===== config.mk =====
export PLATFORM = sky130hd
export DESIGN_NAME = region_bank_ctrl
export DESIGN_NICKNAME = d
export VERILOG_FILES = /design/src/rtl/region_pkg.sv /design/src/rtl/region_bank_ctrl_edge_det.sv /design/src/rtl/region_bank_ctrl.sv
export SDC_FILE = /design/constraint.sdc
export NUM_CORES = 1
export LEC_CHECK = 0
export BUFFER_PORTS_ARGS = -buffer_cell sky130_fd_sc_hd__buf_2
export CORE_AREA = 2 2 90 92
export DETAILED_ROUTE_END_ITERATION = 6
export DIE_AREA = 0 0 92 94
export PLACE_DENSITY = 0.87
export SLEW_MARGIN = 20
export SYNTH_ARGS = -nofsm -noshare
export SYNTH_HDL_FRONTEND = slang
export SYNTH_SLANG_ARGS = --single-unit

===== constraint.sdc =====
create_clock -name clk -period 4.5 [get_ports clk]
set_input_delay 0.9 -clock clk [delete_from_list [all_inputs] [get_ports clk]]
set_output_delay 0.9 -clock clk [all_outputs]
set_load 0.01 [all_outputs]

===== src/rtl/region_pkg.sv =====
// Shared constants, FSM encoding and region word layout for the
// alarm-region bank controller and the region comparator.
package region_pkg;

    localparam int POINTS     = 811;
    localparam int ADDR_W     = 10;
    localparam int DATA_W     = 18;
    localparam int NUM_REGION = 3;

    localparam logic [ADDR_W-1:0] POINTS_A = ADDR_W'(POINTS);

    localparam int S_IDLE  = 0;
    localparam int S_LOAD  = 1;
    localparam int S_ARMED = 2;
    localparam int S_SWAP  = 3;
    localparam int S_ERR   = 4;
    localparam int NUM_ST  = 5;

    typedef enum logic [NUM_ST-1:0] {
        IDLE  = 5'b00001,
        LOAD  = 5'b00010,
        ARMED = 5'b00100,
        SWAP  = 5'b01000,
        ERR   = 5'b10000
    } state_t;

    // Region word: boundary in [15:0]; 16'hFFFF disables the check.
    localparam int BOUND_LSB = 0;
    localparam int BOUND_MSB = 15;
    localparam logic [15:0] BOUND_NO_CHECK = 16'hFFFF;

    typedef struct packed {
        logic [DATA_W-17:0] rsvd;
        logic [15:0]        bound;
    } region_word_t;

endpackage


===== src/rtl/region_bank_ctrl_edge_det.sv =====
// Two-flop history rise/fall detector (history 01 = rise, 10 = fall).
// Shared between the bank controller and the comparator.
module edge_det (
    input  logic clk,
    input  logic rst,
    input  logic din,
    output logic rise,
    output logic fall
);

    logic [1:0] hist;

    always_ff @(posedge clk) begin
        if (rst) hist <= 2'b00;
        else     hist <= {hist[0], din};
    end

    assign rise = (hist == 2'b01);
    assign fall = (hist == 2'b10);

endmodule


===== src/rtl/region_bank_ctrl.sv =====
// Double-buffer controller for the inner/middle/outer region RAMs:
// loads the shadow bank in order and swaps banks at a scan boundary.
module region_bank_ctrl
    import region_pkg::*;
(
    input  logic              clk,
    input  logic              rst,
    input  logic              cycle_enable,
    input  logic              cfg_start,
    input  logic              cfg_valid,
    output logic              cfg_ready,
    input  logic [1:0]        cfg_region,
    input  logic [ADDR_W-1:0] cfg_addr,
    input  logic [DATA_W-1:0] cfg_data,
    input  logic              cfg_commit,
    input  logic              cfg_abort,
    input  logic              cmp_rden,
    input  logic [ADDR_W-1:0] cmp_rdaddr,
    output logic              ram_rden,
    output logic [ADDR_W:0]   ram_rdaddr,
    output logic [2:0]        ram_wren,
    output logic [ADDR_W:0]   ram_wraddr,
    output logic [DATA_W-1:0] ram_wrdata,
    output logic              active_bank,
    output logic              swap_done,
    output logic              cfg_err
);

    state_t state, state_nxt;

    logic [NUM_REGION-1:0][ADDR_W-1:0] exp_q, exp_nxt;
    logic [ADDR_W-1:0]     exp_sel;
    logic [NUM_REGION-1:0] wr_onehot;
    logic beat, beat_ok, beat_bad;
    logic start_ok, all_full, err_set;
    logic fall, rise_unused;

    edge_det u_edge (
        .clk  (clk),
        .rst  (rst),
        .din  (cycle_enable),
        .rise (rise_unused),
        .fall (fall)
    );

    assign ram_rden   = cmp_rden;
    assign ram_rdaddr = {active_bank, cmp_rdaddr};
    assign cfg_ready  = state[S_LOAD];

    always_comb begin
        case (cfg_region)
            2'd0:    exp_sel = exp_q[0];
            2'd1:    exp_sel = exp_q[1];
            2'd2:    exp_sel = exp_q[2];
            default: exp_sel = '0;
        endcase
    end

    // Abort outranks a beat arriving in the same cycle.
    assign beat     = cfg_valid & cfg_ready & ~cfg_abort;
    assign beat_ok  = beat & (cfg_region != 2'd3)
                    & (cfg_addr == exp_sel) & (exp_sel != POINTS_A);
    assign beat_bad = beat & ~beat_ok;
    assign start_ok = cfg_start & ~cfg_abort & (state[S_IDLE] | state[S_ERR]);

    always_comb begin
        wr_onehot = '0;
        if (beat_ok) wr_onehot = NUM_REGION'(3'b001 << cfg_region);
    end

    // The commit check sees a beat written in the same cycle.
    always_comb begin
        all_full = 1'b1;
        for (int r = 0; r < NUM_REGION; r++) begin
            exp_nxt[r] = exp_q[r] + {{(ADDR_W-1){1'b0}}, wr_onehot[r]};
            if (exp_nxt[r] != POINTS_A) all_full = 1'b0;
        end
    end

    always_comb begin
        state_nxt = state;
        err_set   = 1'b0;
        unique case (1'b1)
            state[S_IDLE]: begin
                if (start_ok) state_nxt = LOAD;
            end
            state[S_LOAD]: begin
                if (cfg_abort) begin
                    state_nxt = IDLE;
                end else if (beat_bad) begin
                    state_nxt = ERR;
                    err_set   = 1'b1;
                end else if (cfg_commit) begin
                    if (all_full) begin
                        state_nxt = ARMED;
                    end else begin
                        state_nxt = ERR;
                        err_set   = 1'b1;
                    end
                end
            end
            state[S_ARMED]: begin
                if (cfg_abort) state_nxt = IDLE;
                else if (fall) state_nxt = SWAP;
            end
            state[S_SWAP]: begin
                state_nxt = IDLE;
            end
            state[S_ERR]: begin
                if (cfg_abort)     state_nxt = IDLE;
                else if (start_ok) state_nxt = LOAD;
            end
            default: state_nxt = IDLE;
        endcase
    end

    always_ff @(posedge clk) begin
        if (rst) begin
            state       <= IDLE;
            active_bank <= 1'b0;
            swap_done   <= 1'b0;
            cfg_err     <= 1'b0;
            ram_wren    <= '0;
            ram_wraddr  <= '0;
            ram_wrdata  <= '0;
            exp_q       <= '0;
        end else begin
            state     <= state_nxt;
            swap_done <= state_nxt[S_SWAP];
            if (state_nxt[S_SWAP]) active_bank <= ~active_bank;

            if (start_ok)     cfg_err <= 1'b0;
            else if (err_set) cfg_err <= 1'b1;

            ram_wren <= wr_onehot;
            if (beat_ok) begin
                ram_wraddr <= {~active_bank, cfg_addr};
                ram_wrdata <= cfg_data;
            end

            if (start_ok) exp_q <= '0;
            else          exp_q <= exp_nxt;
        end
    end

endmodule


# Yosys cells after proc, flatten, opt, wreduce, memory -nomap -nowiden
# Cells that the tools add are included.
# totals
ff_bits	72
inputBits	48
out_inout_bits	48
word_cells	58
# classes
addsub	3
n_eq_ne	9
shifts	1
muxes	20
bitwise_logic	12
reduce_logical	2
# op_table
op	count
!= test 10 bit (second input constant)	4
adder 10 x 1 -> 10 bit	3
two-way mux 5 bit	6
case mux 10 bit (3 select lines)	1
case mux 5 bit (4 select lines)	1
two-way mux 4 bit	3
== test 10 bit	1
AND 1 bit	8
two-way mux 1 bit	8
== test 2 bit (second input constant)	2
two-way mux 3 bit	1
inverter 1 bit	3
<< shifter 1 x 2 -> 3 bit (first input constant)	1
== test 2 x 1 -> 1 bit (second input constant)	1
zero test 2 bit	1
!= test 2 bit (second input constant)	1
OR reduction 2 bit	1
bitwise OR 1 bit	1

# Longest topological paths before layout
# depth
ltp_word	16
ltp_mapped	17
depth_no_buf	16

# Modules after synthesis
# Synthesis repeated with hierarchy kept, for this count alone.
# hier_totals
cells_unflattened	463
hier_area_um2	3771.1
# by_module_without_submodules
mod	instances	cells_each	area_per_inst_um2	seq_area_each_um2
region_bank_ctrl	1	457	3706.1	1381.3
edge_det	1	6	65.1	40.0

# Least setup slack after synthesis
# Ideal clock, no wire load.
# synth_path
path_kind	input to register
start	input port cfg_region[0]
end	register cfg_err
setup_ns	0.120
arrival_time_ns	4.280
required_time_ns	4.380
setup_slack_ns	0.100
stages	16
n_path_buf	1
cell_sequence	buf_6 nor2b_1 o2bb2ai_1 xnor2_1 nand4_1 or4_1 or2_1 nor2_1 ha_1 nand2_1 or4_1 o22ai_1 o2111ai_1 nor4_1 nor2_1 o31a_1
# synth_via
elab_chain_cells	16
word_cells_on_any_way	28
classes_between	add/sub (3); eq/ne (8); shift (1); mux (10); bitwise (5); reduce/logical (1)
# synth_lines
item	line_no	source
start, declared	region_bank_ctrl.sv:12	input logic [1:0] cfg_region,
== test 2 bit (tied with other cells)	region_bank_ctrl.sv:51	case (cfg_region)
case mux 10 bit (3 select lines)	region_bank_ctrl.sv:51	
== test 10 bit	region_bank_ctrl.sv:62	& (cfg_addr == exp_sel) & (exp_sel != POINTS_A);
AND 1 bit (2 in series)	region_bank_ctrl.sv:62	
two-way mux 3 bit (*)	region_bank_ctrl.sv:68	if (beat_ok) wr_onehot = NUM_REGION'(3'b001 << cfg_region);
via wr_onehot[0]	region_bank_ctrl.sv:33	logic [NUM_REGION-1:0] wr_onehot;
adder 10 x 1 -> 10 bit (*)	region_bank_ctrl.sv:75	exp_nxt[r] = exp_q[r] + {{(ADDR_W-1){1'b0}}, wr_onehot[r]};
!= test 10 bit (*)	region_bank_ctrl.sv:76	if (exp_nxt[r] != POINTS_A) all_full = 1'b0;
two-way mux 1 bit (*) (3 in series)	region_bank_ctrl.sv:76	
two-way mux 1 bit (*)	region_bank_ctrl.sv:94	if (all_full) begin
two-way mux 1 bit (*)	region_bank_ctrl.sv:93	end else if (cfg_commit) begin
two-way mux 1 bit (*)	region_bank_ctrl.sv:90	end else if (beat_bad) begin
two-way mux 1 bit (*)	region_bank_ctrl.sv:88	if (cfg_abort) begin
two-way mux 1 bit (*)	region_bank_ctrl.sv:83	unique case (1'b1)
end signal, assigned	region_bank_ctrl.sv:122	cfg_err <= 1'b0;
end signal, assigned	region_bank_ctrl.sv:132	if (start_ok) cfg_err <= 1'b0;
end signal, assigned	region_bank_ctrl.sv:133	else if (err_set) cfg_err <= 1'b1;
end, declared	region_bank_ctrl.sv:26	output logic cfg_err
# Mark *: on every way through the listed nets, which the timed path passes. The rest lies on a longest branch.
# A chain may end at the register's enable or synchronous reset.

# Final worst setup path
# layout_path
start	input port cfg_region[0]
end	register state[4]
# layout_via
elab_chain_cells	16
word_cells_on_any_way	28
classes_between	add/sub (3); eq/ne (8); shift (1); mux (10); bitwise (5); reduce/logical (1)
# layout_lines
item	line_no	source
== test 2 bit (tied with other cells)	region_bank_ctrl.sv:51	
case mux 10 bit (3 select lines)	region_bank_ctrl.sv:51	
== test 10 bit	region_bank_ctrl.sv:62	
AND 1 bit (2 in series)	region_bank_ctrl.sv:62	
two-way mux 3 bit (*)	region_bank_ctrl.sv:68	
via wr_onehot[0]	region_bank_ctrl.sv:33	
adder 10 x 1 -> 10 bit (*)	region_bank_ctrl.sv:75	
!= test 10 bit (*)	region_bank_ctrl.sv:76	
two-way mux 1 bit (*) (3 in series)	region_bank_ctrl.sv:76	
two-way mux 5 bit (*)	region_bank_ctrl.sv:94	
two-way mux 5 bit (*)	region_bank_ctrl.sv:93	
two-way mux 5 bit (*)	region_bank_ctrl.sv:90	
two-way mux 5 bit (*)	region_bank_ctrl.sv:88	
case mux 5 bit (4 select lines) (*)	region_bank_ctrl.sv:83	
end signal, assigned	region_bank_ctrl.sv:128	state <= state_nxt;
end, declared	region_bank_ctrl.sv:29	state_t state, state_nxt;
# Marked as above.

==> out/results.ini <==
[status]
status=complete, but fails checks
violations=setup timing

[yosys]
synth-seq-cells=71
synth_most_common_cell=nor2_1
async_flop_share=0
synth_compound_area_frac=0.0955
avgSynthCellArea_um2=8.64
netlist_area_um2=3600
synth_cells=417
ys_top_cells_by_area=dfxtp_1 (39%), mux2i_1 (11%), nor2_1 (7.6%)
synth.top_cell.area_share=0.395
muxShareOfSynthArea=0.117
synth_top_family_by_area=simple AND/OR/NAND/NOR gates
synth_edf_count=0
synth_nets=471
yosysTopAreaCell=dfxtp_1
synth_simple_gate_area_frac=0.226
seq_area_frac_synth=0.395
synth_xor_area_frac=0.0802
synthTopCellsByCount=nor2_1 (73), dfxtp_1 (71), mux2i_1 (41), clkbuf_1 (21), nand2_1 (18)
yosysWarnings=0
yosysUniqueCellTypes=51
synth_adder_area_share=0.0208
synth_flop_cell=dfxtp_1

[timing]
setup_viol=2
setup_ws_ns=-0.0976
finalCriticalPeriod_ns=4.60
max_freq_ghz=0.218
fin_crit_sh=1.02
tightest_slew_ns=0.843
hold_viol_final=0
finalClockSkew_ns=0.0173
relSlewSlack=0.431
slew_viol_final=0

[cts]
clk_pin_slew_ns=0.08
insertion_delay_ns=0.36
cts_tree=done
clkSinkCount=71
clk_path_buf_depth=2
cts_max_level=3
cts_hold_buffers=0
cts_root_buffer=clkbuf_8
numCtsBuffers=9

[finish]
final_nets=557
syn_to_final_growth_pct=26.8
stdcell_area_um2=4570
antenna_cells=0
drive_above_1_share=0.315
finalNonFillerCells=610

[grt]
grt_pass1_wl_um=14600
grt.total_usage=0.215
grt-ovfl-total=0
grt_antenna_before_repair=0
grt_pass1_vias=3114
grt_max_degree=38

[pwr]
pwr_density_cell_nw_per_um2=257
ir_drop_mv=0.141
switching_share=0.251
p_leak_uw=0.00206
switching_power_uw=295
internal-power_uw=880
p_seq_frac=0.537
share_comb_of_total_power=0.063
power_uw=1170
pwr-share-clk=0.400

[detailed_routing]
drc=0
vias_per_cell=5.52
drtAntennaViolNets=0
vias=3369
drt_iter0_markers=268
routed_wl_um=9820
first_pass_iters=5
wl_per_cell_um=16.1

[die]
core_area_um2=7610
start_util=0.474
die_area_um2=8650
die_y_um=94
die_width_um=92
core.rowCount=32
io_pins=96

[setup_path]
path_delay_family=simple AND/OR/NAND/NOR gates
start_kind=primary input
cp.required_ns=4.70
path_cells=buf_12 > mux2i_1 > a2bb2oi_2 > xor2_1 > nand4_1 > or4_4 > or2_4 > nor2_2 > ha_2 > nand2_1 > buf_4 > or3_1 > a22oi_2 > nand4_1 > nor4_2 > buf_4 > a2bb2oi_2 > o21ai_0
arrival_ns=4.80
worstSetupPathType=in2reg
rrSetupSlack_ns=0.20
critPathMaxFanout=10
end_kind=flip-flop
max_stage_delay_ns=0.56
critPathBufInv=3
slowest_stage=or4_4

[placement]
gp_congestion=1.05
dp.cells=591
portBuffers=73
hpwl_um=6850
placed_area_um2=4180

[run]
cap_violations=0

[min_path]
holdCritPathClass=reg2reg

==> power groups by stage <==
| stage | logic [µW] | registers, µW | clock network [µW] |
|---|---|---|---|
| final | 73.9 | 631 | 470 |
| after global routing | 78.5 | 632 | 504 |
| after CTS | 66.8 | 631 | 480 |
| after global placement | 62.8 | 646 | 0 |
| after floorplan | 40.8 | 646 | 0 |
| after detailed placement | 64.7 | 646 | 0 |
==> cell type report <==
class                           count  area [µm²]
Clock buffer                       10         138
Clock inverter                      6        42.5
Sequential cell                    71        1420
Fill cell                         622        3040
Inverter                            8        30.0
Timing Repair Buffer              113         696
Multi-Input combinational cell    300        2110
Tap cell                          102         128
==> stage by stage <==
stage                     hold WS, ns  TNS [ns]  setup WS [ns]  utilization
after floorplan                 0.429         0          0.100            -
after global placement          0.443    -0.668         -0.263        0.549
after detailed placement        0.458     -1.06         -0.402        0.549
after CTS                       0.481         0         0.0213        0.576
after global routing            0.484    -0.476         -0.222        0.600
final                           0.472    -0.164        -0.0976        0.600
==> worst paths after layout <==
check                           depth (start not counted)        endpoint           start
worst max-delay path                                   18        state[4]   cfg_region[0]
worst min register to register                          1  u_edge.hist[1]  u_edge.hist[0]
worst max register to register                         17        state[4]       exp_q[12]
worst min-delay path                                    1  u_edge.hist[1]  u_edge.hist[0]
==> what timing repair did <==
item / 4_1_cts / 5_1_grt
resized for setup: 7 / 36
setup buffers: 0 / 3
pin swaps: 0 / 12
setup endpoints to repair: 3 / 3
hold endpoints to repair: 0 / 0
==> layer usage <==
| layer | up-vias | global-route usage | part of all wire |
|---|---|---|---|
| met5 | - | 0 | 0 |
| li1 | 1596 | - | - |
| met2 | 162 | 0.377 | 0.52 |
| met4 | 0 | 0.119 | 0.035 |
| met1 | 1572 | 0.247 | 0.38 |
| met3 | 39 | 0.0425 | 0.070 |
==> state kept, by name (all words and copies together) (netlist names) <==
signal,count
ram_wrdata,18
ram_wraddr,11
cfg_err,1
active_bank,1
state,5
u_edge.hist,2
ram_wren,3
exp_q,30
==> cells by family (layout without fill, tap and decap cells) <==
kind of cell	Yosys count	count (layout)
XOR/XNOR	33	33
adder cells (fa/ha/maj)	6	6
AND/OR/NAND/NOR	168	168
flip-flops	71	71
AO/OA/AOI/OAI	51	51
multiplexers	42	42
buffers and inverters	46	137
==> cells in the final DEF, fill, tap and decap left out, types with 3 or more instances in the layout <==
cell and instances:
nor2b_1 6, xnor2_1 16, mux2i_2 3, and2_1 11, a2bb2oi_2 4, buf_2 71, nand3b_1 4, nand2b_1 4
or3_1 3, mux2i_1 37, nor2_1 72, a21oi_1 9, ha_2 3, nand3_1 14, inv_1 8, nand2_1 18
buf_4 39, o21ai_0 10, nand4_1 9, xor2_1 16, o21ai_1 3, nor3_1 8, dfxtp_1 71, clkbuf_8 10
Note: power is estimated with default switching activity, not from simulation.
